[src/rtl/mc_pkg.sv]
// Shared encodings for the multicycle controller and the ALU it steers.
package mc_pkg;

  typedef enum logic [3:0] {
    S_FETCH   = 4'd0,
    S_DECODE  = 4'd1,
    S_MEMADR  = 4'd2,
    S_MEMRD   = 4'd3,
    S_MEMWB   = 4'd4,
    S_MEMWR   = 4'd5,
    S_EXEC    = 4'd6,
    S_ALUWB   = 4'd7,
    S_BRANCH  = 4'd8,
    S_ADDIEX  = 4'd9,
    S_ADDIWB  = 4'd10,
    S_JUMP    = 4'd11,
    S_ILLEGAL = 4'd12
  } state_t;

  typedef enum logic [3:0] {
    ALU_ADD = 4'b0000,
    ALU_SUB = 4'b0010,
    ALU_AND = 4'b0100,
    ALU_OR  = 4'b0101,
    ALU_XOR = 4'b0110,
    ALU_NOR = 4'b0111,
    ALU_SLT = 4'b1010
  } alu_op_t;

  localparam logic [5:0] OP_RTYPE = 6'b000000;
  localparam logic [5:0] OP_LW    = 6'b100011;
  localparam logic [5:0] OP_SW    = 6'b101011;
  localparam logic [5:0] OP_BEQ   = 6'b000100;
  localparam logic [5:0] OP_ADDI  = 6'b001000;
  localparam logic [5:0] OP_J     = 6'b000010;

  localparam logic [5:0] FN_ADD = 6'b100000;
  localparam logic [5:0] FN_SUB = 6'b100010;
  localparam logic [5:0] FN_AND = 6'b100100;
  localparam logic [5:0] FN_OR  = 6'b100101;
  localparam logic [5:0] FN_XOR = 6'b100110;
  localparam logic [5:0] FN_NOR = 6'b100111;
  localparam logic [5:0] FN_SLT = 6'b101010;

  // ALU B operand mux selects
  localparam logic [1:0] SRCB_REGB  = 2'b00;
  localparam logic [1:0] SRCB_FOUR  = 2'b01;
  localparam logic [1:0] SRCB_IMM   = 2'b10;
  localparam logic [1:0] SRCB_IMMSH = 2'b11;

  // PC source mux selects
  localparam logic [1:0] PCSRC_ALU    = 2'b00;
  localparam logic [1:0] PCSRC_ALUOUT = 2'b01;
  localparam logic [1:0] PCSRC_JUMP   = 2'b10;

endpackage

[src/rtl/alu_decoder.sv]
// R-type funct field to ALU operation decode; flags functs it does not know.
module alu_decoder
  import mc_pkg::*;
(
  input  logic [5:0] funct,
  output alu_op_t    alu_op,
  output logic       known
);

  // Pure lookup; unknown functs fall back to ADD with known cleared
  always_comb begin
    alu_op = ALU_ADD;
    known  = 1'b1;
    case (funct)
      FN_ADD:  alu_op = ALU_ADD;
      FN_SUB:  alu_op = ALU_SUB;
      FN_AND:  alu_op = ALU_AND;
      FN_OR:   alu_op = ALU_OR;
      FN_XOR:  alu_op = ALU_XOR;
      FN_NOR:  alu_op = ALU_NOR;
      FN_SLT:  alu_op = ALU_SLT;
      default: known  = 1'b0;
    endcase
  end

endmodule

[src/rtl/multicycle_control.sv]
// Multicycle MIPS-subset control FSM: sequences fetch, decode and the
// per-instruction execute/memory/writeback steps, with a memory handshake.
module multicycle_control
  import mc_pkg::*;
#(
  parameter bit ILLEGAL_TRAP = 1'b1
) (
  input  logic       clk,
  input  logic       reset,
  input  logic [5:0] opcode,
  input  logic [5:0] funct,
  input  logic       zero,
  input  logic       mem_ready,
  output logic       pc_write,
  output logic       ir_write,
  output logic       reg_write,
  output logic       mem_write,
  output logic       iord,
  output logic       reg_dst,
  output logic       mem_to_reg,
  output logic       alu_src_a,
  output logic [1:0] alu_src_b,
  output logic [1:0] pc_src,
  output logic [3:0] alu_op,
  output logic       illegal,
  output logic [3:0] state
);

  state_t  state_q, state_d;
  logic    illegal_q, illegal_d;
  alu_op_t dec_op;
  logic    dec_known;

  alu_decoder u_alu_decoder (
    .funct  (funct),
    .alu_op (dec_op),
    .known  (dec_known)
  );

  // Where an unrecognised opcode/funct goes
  state_t bad_target;
  assign bad_target = ILLEGAL_TRAP ? S_ILLEGAL : S_FETCH;

  // State and sticky trap flag; reset wins over any pending transition
  always_ff @(posedge clk) begin
    if (reset) begin
      state_q   <= S_FETCH;
      illegal_q <= 1'b0;
    end else begin
      state_q   <= state_d;
      illegal_q <= illegal_d;
    end
  end

  // Next-state and Moore/Mealy control outputs for the current state
  always_comb begin
    state_d    = state_q;
    pc_write   = 1'b0;
    ir_write   = 1'b0;
    reg_write  = 1'b0;
    mem_write  = 1'b0;
    iord       = 1'b0;
    reg_dst    = 1'b0;
    mem_to_reg = 1'b0;
    alu_src_a  = 1'b0;
    alu_src_b  = SRCB_REGB;
    pc_src     = PCSRC_ALU;
    alu_op     = ALU_ADD;
    case (state_q)
      S_FETCH: begin
        alu_src_b = SRCB_FOUR;
        if (mem_ready) begin
          ir_write = 1'b1;
          pc_write = 1'b1;
          state_d  = S_DECODE;
        end
      end
      S_DECODE: begin
        alu_src_b = SRCB_IMMSH;
        case (opcode)
          OP_LW, OP_SW: state_d = S_MEMADR;
          OP_RTYPE:     state_d = S_EXEC;
          OP_BEQ:       state_d = S_BRANCH;
          OP_ADDI:      state_d = S_ADDIEX;
          OP_J:         state_d = S_JUMP;
          default:      state_d = bad_target;
        endcase
      end
      S_MEMADR: begin
        alu_src_a = 1'b1;
        alu_src_b = SRCB_IMM;
        state_d   = (opcode == OP_SW) ? S_MEMWR : S_MEMRD;
      end
      S_MEMRD: begin
        iord = 1'b1;
        if (mem_ready) state_d = S_MEMWB;
      end
      S_MEMWB: begin
        mem_to_reg = 1'b1;
        reg_write  = 1'b1;
        state_d    = S_FETCH;
      end
      S_MEMWR: begin
        iord      = 1'b1;
        mem_write = 1'b1;
        if (mem_ready) state_d = S_FETCH;
      end
      S_EXEC: begin
        alu_src_a = 1'b1;
        alu_op    = dec_op;
        state_d   = dec_known ? S_ALUWB : bad_target;
      end
      S_ALUWB: begin
        reg_dst   = 1'b1;
        reg_write = 1'b1;
        state_d   = S_FETCH;
      end
      S_BRANCH: begin
        alu_src_a = 1'b1;
        alu_op    = ALU_SUB;
        pc_src    = PCSRC_ALUOUT;
        pc_write  = zero;
        state_d   = S_FETCH;
      end
      S_ADDIEX: begin
        alu_src_a = 1'b1;
        alu_src_b = SRCB_IMM;
        state_d   = S_ADDIWB;
      end
      S_ADDIWB: begin
        reg_write = 1'b1;
        state_d   = S_FETCH;
      end
      S_JUMP: begin
        pc_src   = PCSRC_JUMP;
        pc_write = 1'b1;
        state_d  = S_FETCH;
      end
      S_ILLEGAL: state_d = S_ILLEGAL;
      default:   state_d = S_FETCH;
    endcase
    illegal_d = illegal_q | (state_d == S_ILLEGAL);
    // The register is not yet in FETCH during the reset cycle, so a pending
    // access (e.g. a store waiting on mem_ready) must not leak a write.
    if (reset) begin
      pc_write  = 1'b0;
      ir_write  = 1'b0;
      reg_write = 1'b0;
      mem_write = 1'b0;
    end
  end

  assign illegal = illegal_q;
  assign state   = state_q;

endmodule
[config.mk]
export PLATFORM = sky130hd
export DESIGN_NAME = multicycle_control
export DESIGN_NICKNAME = d
export VERILOG_FILES = /design/src/rtl/mc_pkg.sv /design/src/rtl/alu_decoder.sv /design/src/rtl/multicycle_control.sv
export SDC_FILE = /design/constraint.sdc
export NUM_CORES = 1
export LEC_CHECK = 0
export BUFFER_PORTS_ARGS = -buffer_cell sky130_fd_sc_hd__buf_2
export CAP_MARGIN = 20
export CORE_AREA = 5 5 46 48
export CTS_CLUSTER_DIAMETER = 60
export DETAILED_ROUTE_END_ITERATION = 10
export DIE_AREA = 0 0 51 53
export PLACE_DENSITY = 0.79
export SYNTH_ARGS = -nofsm -noshare
export SYNTH_HDL_FRONTEND = slang
export SYNTH_HIERARCHICAL = 1
export SYNTH_SLANG_ARGS = --single-unit
[constraint.sdc]
create_clock -name clk -period 2.95 [get_ports clk]
set_input_delay 0.295 -clock clk [delete_from_list [all_inputs] [get_ports clk]]
set_output_delay 0.295 -clock clk [all_outputs]
set_load 0.005 [all_outputs]
==> out/metrics.csv, run 1 <==
stage,metric,value,unit
synthesis,synth_area_per_cell,7.53,um^2
pwr,powerDensity,339,nW/um^2
pwr,combinationalPowerShare,0.435,
sta,drv_slew,0,
synthesis,synth-edff-count,0,
pwr,internal_power,190,uW
die,die_height,53,um
die,core-area,1670,um^2
layout,regArea,100,um^2
sta,slew_headroom,0.618,
detailed_routing,firstDrtPassIters,4,
synthesis,synth_cell_types,44,
layout,final_util,0.550,
synthesis,synth_seq_cells,5,
sta,setup_viol,0,
pwr,p_clk_frac,0.250,
die,io_pins,37,
detailed_routing,wirelength,2100,um
min_path,whs_path_depth,2,
setup_path,ff2ff_path_depth,5,
synthesis,yosysSeqAreaShare,0.134,
sta,finalHoldViolations,0,
layout,diodes,0,
detailed_routing,ant_nets,0,
clock_network,cts_root_buf,clkbuf_4,
detailed_routing,via_per_inst,5.70,
layout,syn2layout_area_growth,23.2,%
synthesis,syn_nets,115,
clock_network,cts_buffers,3,
sta,min_period,2.12,ns
sta,post-route-period-util,0.719,
detailed_routing,dr_total_vias,855,
synthesis,synthFlopType,dfxtp_1,
global_route,grt_max_degree,19,
pwr,p_seq_frac,0.315,
pwr,switching_share,0.391,
place,hpwl,1640,um
pwr,peakVddDrop,0.000264,V
clock_network,clk_pin_slew_worst_paths,0.04,ns
die,dieArea,2700,um^2
setup_path,timing.rr.start,state[1],
sta,fin_skew,0.00283,ns
synthesis,ys_warn_count,6,
layout,multiInputGateArea,564,um^2
setup_path,path_class,reg2out,
global_route,grt_pass1_vias,769,
global_route,grt_pass1_wl,3390,um
setup_path,cp.arrival,1.83,ns
setup_path,endpoint_kind,output pin,
setup_path,r2r_end,illegal,
clock_network,tritoncts,yes,
clock_network,htree_levels,1,
pwr,p_sw,122,uW
layout,drive_gt1_frac,0.383,
clock_network,clk_path_buf_depth,2,
setup_path,required,2.65,ns
pwr,p_leak,0.000423,uW
clock_network,ctsResizeCount,0,
layout,final_nets,150,
synthesis,synth_cells,99,
setup_path,cp-startpoint,state[1],
layout,fillers,171,
sta,fmaxAchievable,472,MHz
clock_network,cts_hold_buffers,0,
die,die_w,51,um
setup_path,worstSetupStartpointType,flop,
setup_path,cp-endpoint,alu_src_b[1],
place,gp_congestion,0.836,
clock_network,clkSinkCount,5,
min_path,hold_path.class,in2reg,
die,rows,15,
global_route,grtUsageTotal,0.161,
setup_path,r2r_slack,0.92,ns
run_status,status,completed,
global_route,gr-total-overflow,0,
sta,fin_setup_tns,0,ns
synthesis,async_flop_share,0,
flow_run,maxCapViolations,0,
clock_network,clk_latency,0.24,ns
place,port_buffers,36,
synthesis,syn_area,746,um^2
detailed_routing,drt-wirelength-per-cell,14.0,um
detailed_routing,drt-initial-drc-count,25,
sta,tightest_slew,0.572,ns
clock_network,cts_setup_buffers,0,
sta,rsz0062_at_grt,false,
global_route,antenna_found_initial,0,
setup_path,critPathMaxFanout,18,
die,initial_utilization,0.446,
detailed_routing,drc,0,
## power groups by stage
stage	Clock (uW)	Sequential, uW	Combinational [uW]
after floorplan	0	84.9	104
after global placement	0	97.8	132
after detailed placement	0	98.3	136
after CTS	83.6	97.0	136
after global routing	84.1	101	152
final	77.8	98.1	135
## metrics by stage
step	area (um^2)	total power (uW)	setup slack (ns)	cells	hold WS [ns]
2_1_floorplan	746	189	1.43	99	0.394
3_3_place_gp	892	230	1.07	146	0.453
3_5_place_dp	892	234	0.966	146	0.484
4_1_cts	918	317	0.850	150	0.343
5_1_grt	918	337	0.631	150	0.355
6_report	918	311	0.830	150	0.360
## metal layers
metal	vias to the layer above	GRT usage	share of wire
li1	439	-	-
met1	383	0.210	0.44
met2	33	0.266	0.49
met3	0	0.0254	0.072
met4	0	0.0538	0
met5	-	0	0
## state kept, by name (all words and copies together) (netlist names)
| signal | count |
|---|---|
| illegal | 1 |
| state | 4 |
## cell usage in the layout (no fill, tap or decap), types with 2 or more instances in the layout
cell type	count
a21oi_1	8
a31oi_1	3
and3_1	5
and4_1	2
buf_2	36
clkbuf_4	3
dfxtp_1	5
inv_1	6
mux2i_1	2
nand2_1	3
nand2b_1	5
nand3_1	3
nor2_1	9
nor2b_1	6
nor3_1	7
xnor2_1	2
## cell families after synthesis
logic type | Yosys count | share of synthesized area
flops | 5 | 0.134
mux | 3 | 0.0419
compound gates | 24 | 0.253
buf+inv | 13 | 0.109
simple gates | 52 | 0.438
xor+xnor | 2 | 0.0235
## Yosys cell counts (2+ instances only)
| master | count | area (um^2) |
|---|---|---|
| and4_1 | 2 | 17.5 |
| a21oi_1 | 8 | 40.0 |
| nor3_1 | 7 | 35.0 |
| and3_1 | 5 | 31.3 |
| mux2i_1 | 2 | 20.0 |
| clkbuf_8 | 2 | 27.5 |
| buf_4 | 3 | 22.5 |
| xnor2_1 | 2 | 17.5 |
| dfxtp_1 | 5 | 100 |
| nor2_1 | 9 | 33.8 |
| inv_1 | 6 | 22.5 |
| a31oi_1 | 3 | 18.8 |
| nand2b_1 | 5 | 31.3 |
| nor2b_1 | 6 | 37.5 |
| nand3_1 | 3 | 15.0 |
| nand2_1 | 3 | 11.3 |
## worst min-delay path by stage
stage / startpoint / to / slack, ns
global route: reset / illegal / 0.35
detailed placement: illegal / illegal / 0.48
floorplan: reset / illegal / 0.39
finish: reset / illegal / 0.36
CTS: reset / illegal / 0.34
global placement: illegal / illegal / 0.45
## layout make-up
cell class	count	share of cell area
repair buffers	36	0.196
clock buffers	4	0.0286
multi-input cells	81	0.614
flip-flops and latches	5	0.109
inverters	7	0.0286
well taps	17	0.0232
## critical path: stages (launching register included)
cell	delay, ns
dfxtp_1	0.67
nor2b_1	0.50
nand2b_1	0.13
a21oi_1	0.15
buf_2	0.14
Note: power is estimated with default switching activity, not from simulation.
==> inputs of run 2 (changes only) <==
- CORE_AREA: 5 5 46 48 -> 5 5 47 49
- DIE_AREA: 0 0 51 53 -> 0 0 52 54
- PLACE_DENSITY: 0.79 -> 0.76
- clock period: 2.95 -> 2.1 ns (I/O delays scaled with it)
==> run 2 against run 1 <==
Clock power rose by 52%; wire length fell by 1.8%; worst setup slack got worse by 0.62 ns; largest cell class unchanged; largest power group unchanged.
==> out/metrics.csv, run 2 (same netlist as run 1, synthesis figures left out) <==
stage,metric,value,unit,change
sta,slew_headroom,0.637,,+0.0190
die,dieArea,2810,um^2,+3.9%
layout,layout_common_cells,"36 x buf_2, 9 x nor2_1, 8 x a21oi_1",,
clock_network,clk_path_buf_depth,2,,unchanged
place,gp_congestion,0.863,,+3.3%
clock_network,cts_hold_buffers,0,,unchanged
clock_network,cts_root_buf,clkbuf_4,,
layout,multiInputGateArea,564,um^2,unchanged
global_route,gr-total-overflow,0,,unchanged
global_route,grt_pass1_wl,3270,um,-3.7%
place,hpwl,1640,um,+0.11%
sta,finalHoldViolations,0,,unchanged
die,initial_utilization,0.409,,-0.0371
setup_path,required,1.89,ns,-0.76 ns
setup_path,critPathMaxFanout,17,,-1
detailed_routing,via_per_inst,5.38,,-5.6%
setup_path,path_class,reg2out,,
sta,setup_viol,0,,unchanged
global_route,use_met2,0.238,,-0.0276
min_path,hold_path.class,in2reg,,
layout,final_common_cell,buf_2,,
sta,hold_slack,0.268,ns,-0.0924 ns
sta,tightest_slew,0.543,ns,-0.0284 ns
pwr,power,449,uW,+44%
clock_network,cts_setup_buffers,0,,unchanged
layout,final_util,0.519,,-0.0306
clock_network,clkSinkCount,5,,unchanged
global_route,top_usage_layer,met2,,
setup_path,endpoint_kind,output pin,,
run_status,status,completed,,
setup_path,worstSetupStartpointType,flop,,
setup_path,cp-startpoint,state[2],,
min_path,worstHoldStart,reset,,
detailed_routing,firstDrtPassIters,4,,unchanged
flow_run,maxCapViolations,0,,unchanged
die,die_w,52,um,+2.0%
global_route,global_route.usage.met1,0.204,,-0.00584
global_route,grt_max_degree,19,,unchanged
sta,drv_slew,0,,unchanged
sta,post-route-period-util,0.902,,
pwr,p_leak,0.000433,uW,+2.6%
clock_network,ctsResizeCount,0,,unchanged
layout,regArea,100,um^2,unchanged
layout,diodes,0,,unchanged
detailed_routing,drt-wirelength-per-cell,12.7,um,-9.1%
layout,fin_cells,162,,+8.0%
detailed_routing,drc,0,,unchanged
detailed_routing,wirelength,2060,um,-1.8%
place,dp.cells,158,,+8.2%
die,die_height,54,um,+1.9%
layout,fillers,181,,+5.8%
layout,final_nets,152,,+1.3%
clock_network,tritoncts,yes,,
sta,rsz0062_at_grt,false,,
layout,drive_gt1_frac,0.393,,+0.00913
clock_network,cts_buffers,3,,unchanged
die,io_pins,37,,unchanged
global_route,grt_pass1_vias,740,,-3.8%
pwr,peakVddDrop,0.000323,V,+22%
global_route,antenna_found_initial,0,,unchanged
setup_path,cp.arrival,1.68,ns,-0.15 ns
detailed_routing,drt-initial-drc-count,22,,-12%
die,rows,16,,+1
place,port_buffers,36,,unchanged
sta,fin_skew,0.00288,ns,+0.0000549 ns
layout,largest_reg_flops,4,,unchanged
setup_path,timing.rr.start,state[1],,
clock_network,clk_latency,0.25,ns,about the same
pwr,powerDensity,475,nW/um^2,+40%
clock_network,clk_pin_slew_worst_paths,0.05,ns,about the same
layout,syn2layout_area_growth,26.8,%,
detailed_routing,dr_total_vias,872,,+2.0%
global_route,grtUsageMet3,0.0249,,-0.000421
sta,min_period,1.89,ns,
clock_network,htree_levels,1,,unchanged
detailed_routing,ant_nets,0,,unchanged
die,core-area,1820,um^2,+9.1%
sta,fin_setup_tns,0,ns,unchanged
global_route,grtUsageTotal,0.152,,-0.00842
sta,fmaxAchievable,528,MHz,
==> run 2: changes by cell type in the layout (fill, tap and decap cells not counted), sizes merged <==
cell,before,now
buf,36,38
==> run 2: final cells by class <==
cell class / count / share of cell area
Multi-Input combinational cell: 81 / 0.597
Sequential cell: 5 / 0.106
Inverter: 7 / 0.0278
Clock buffer: 4 / 0.0278
Tap cell: 27 / 0.0357
Timing Repair Buffer: 38 / 0.206
==> run 2: critical path, cell delays in order (launching register included) <==
cell and delay [ns]:
dfxtp_1 0.64, nor2b_1 0.43, a31oi_1 0.13, nor2_1 0.11, buf_2 0.12
==> run 2: stage by stage <==
stage          area (um^2)  worst slack, ns
2_1_floorplan          746            0.575
3_3_place_gp           920            0.315
3_5_place_dp           920            0.231
4_1_cts                946            0.220
5_1_grt                946           0.0147
6_report               946            0.205
==> run 2: power by group <==
part | internal (uW) | switching [uW]
clock | 72.2 | 45.5
sequential | 105 | 30.7
combinational | 93.0 | 103
==> run 2: worst paths after layout <==
kind                             endpoint  slack [ns]  depth (start not counted)
worst max register to register    illegal        0.22                          5
worst min register to register    illegal        0.48                          2
worst min-delay path              illegal        0.27                          2
worst max-delay path            reg_write        0.21                          4
==> run 2: metal layers <==
layer | share of wire | vias up
met2 | 0.48 | 30
met1 | 0.45 | 399
met4 | 0.0083 | 0
li1 | - | 441
met3 | 0.063 | 2
met5 | 0 | -
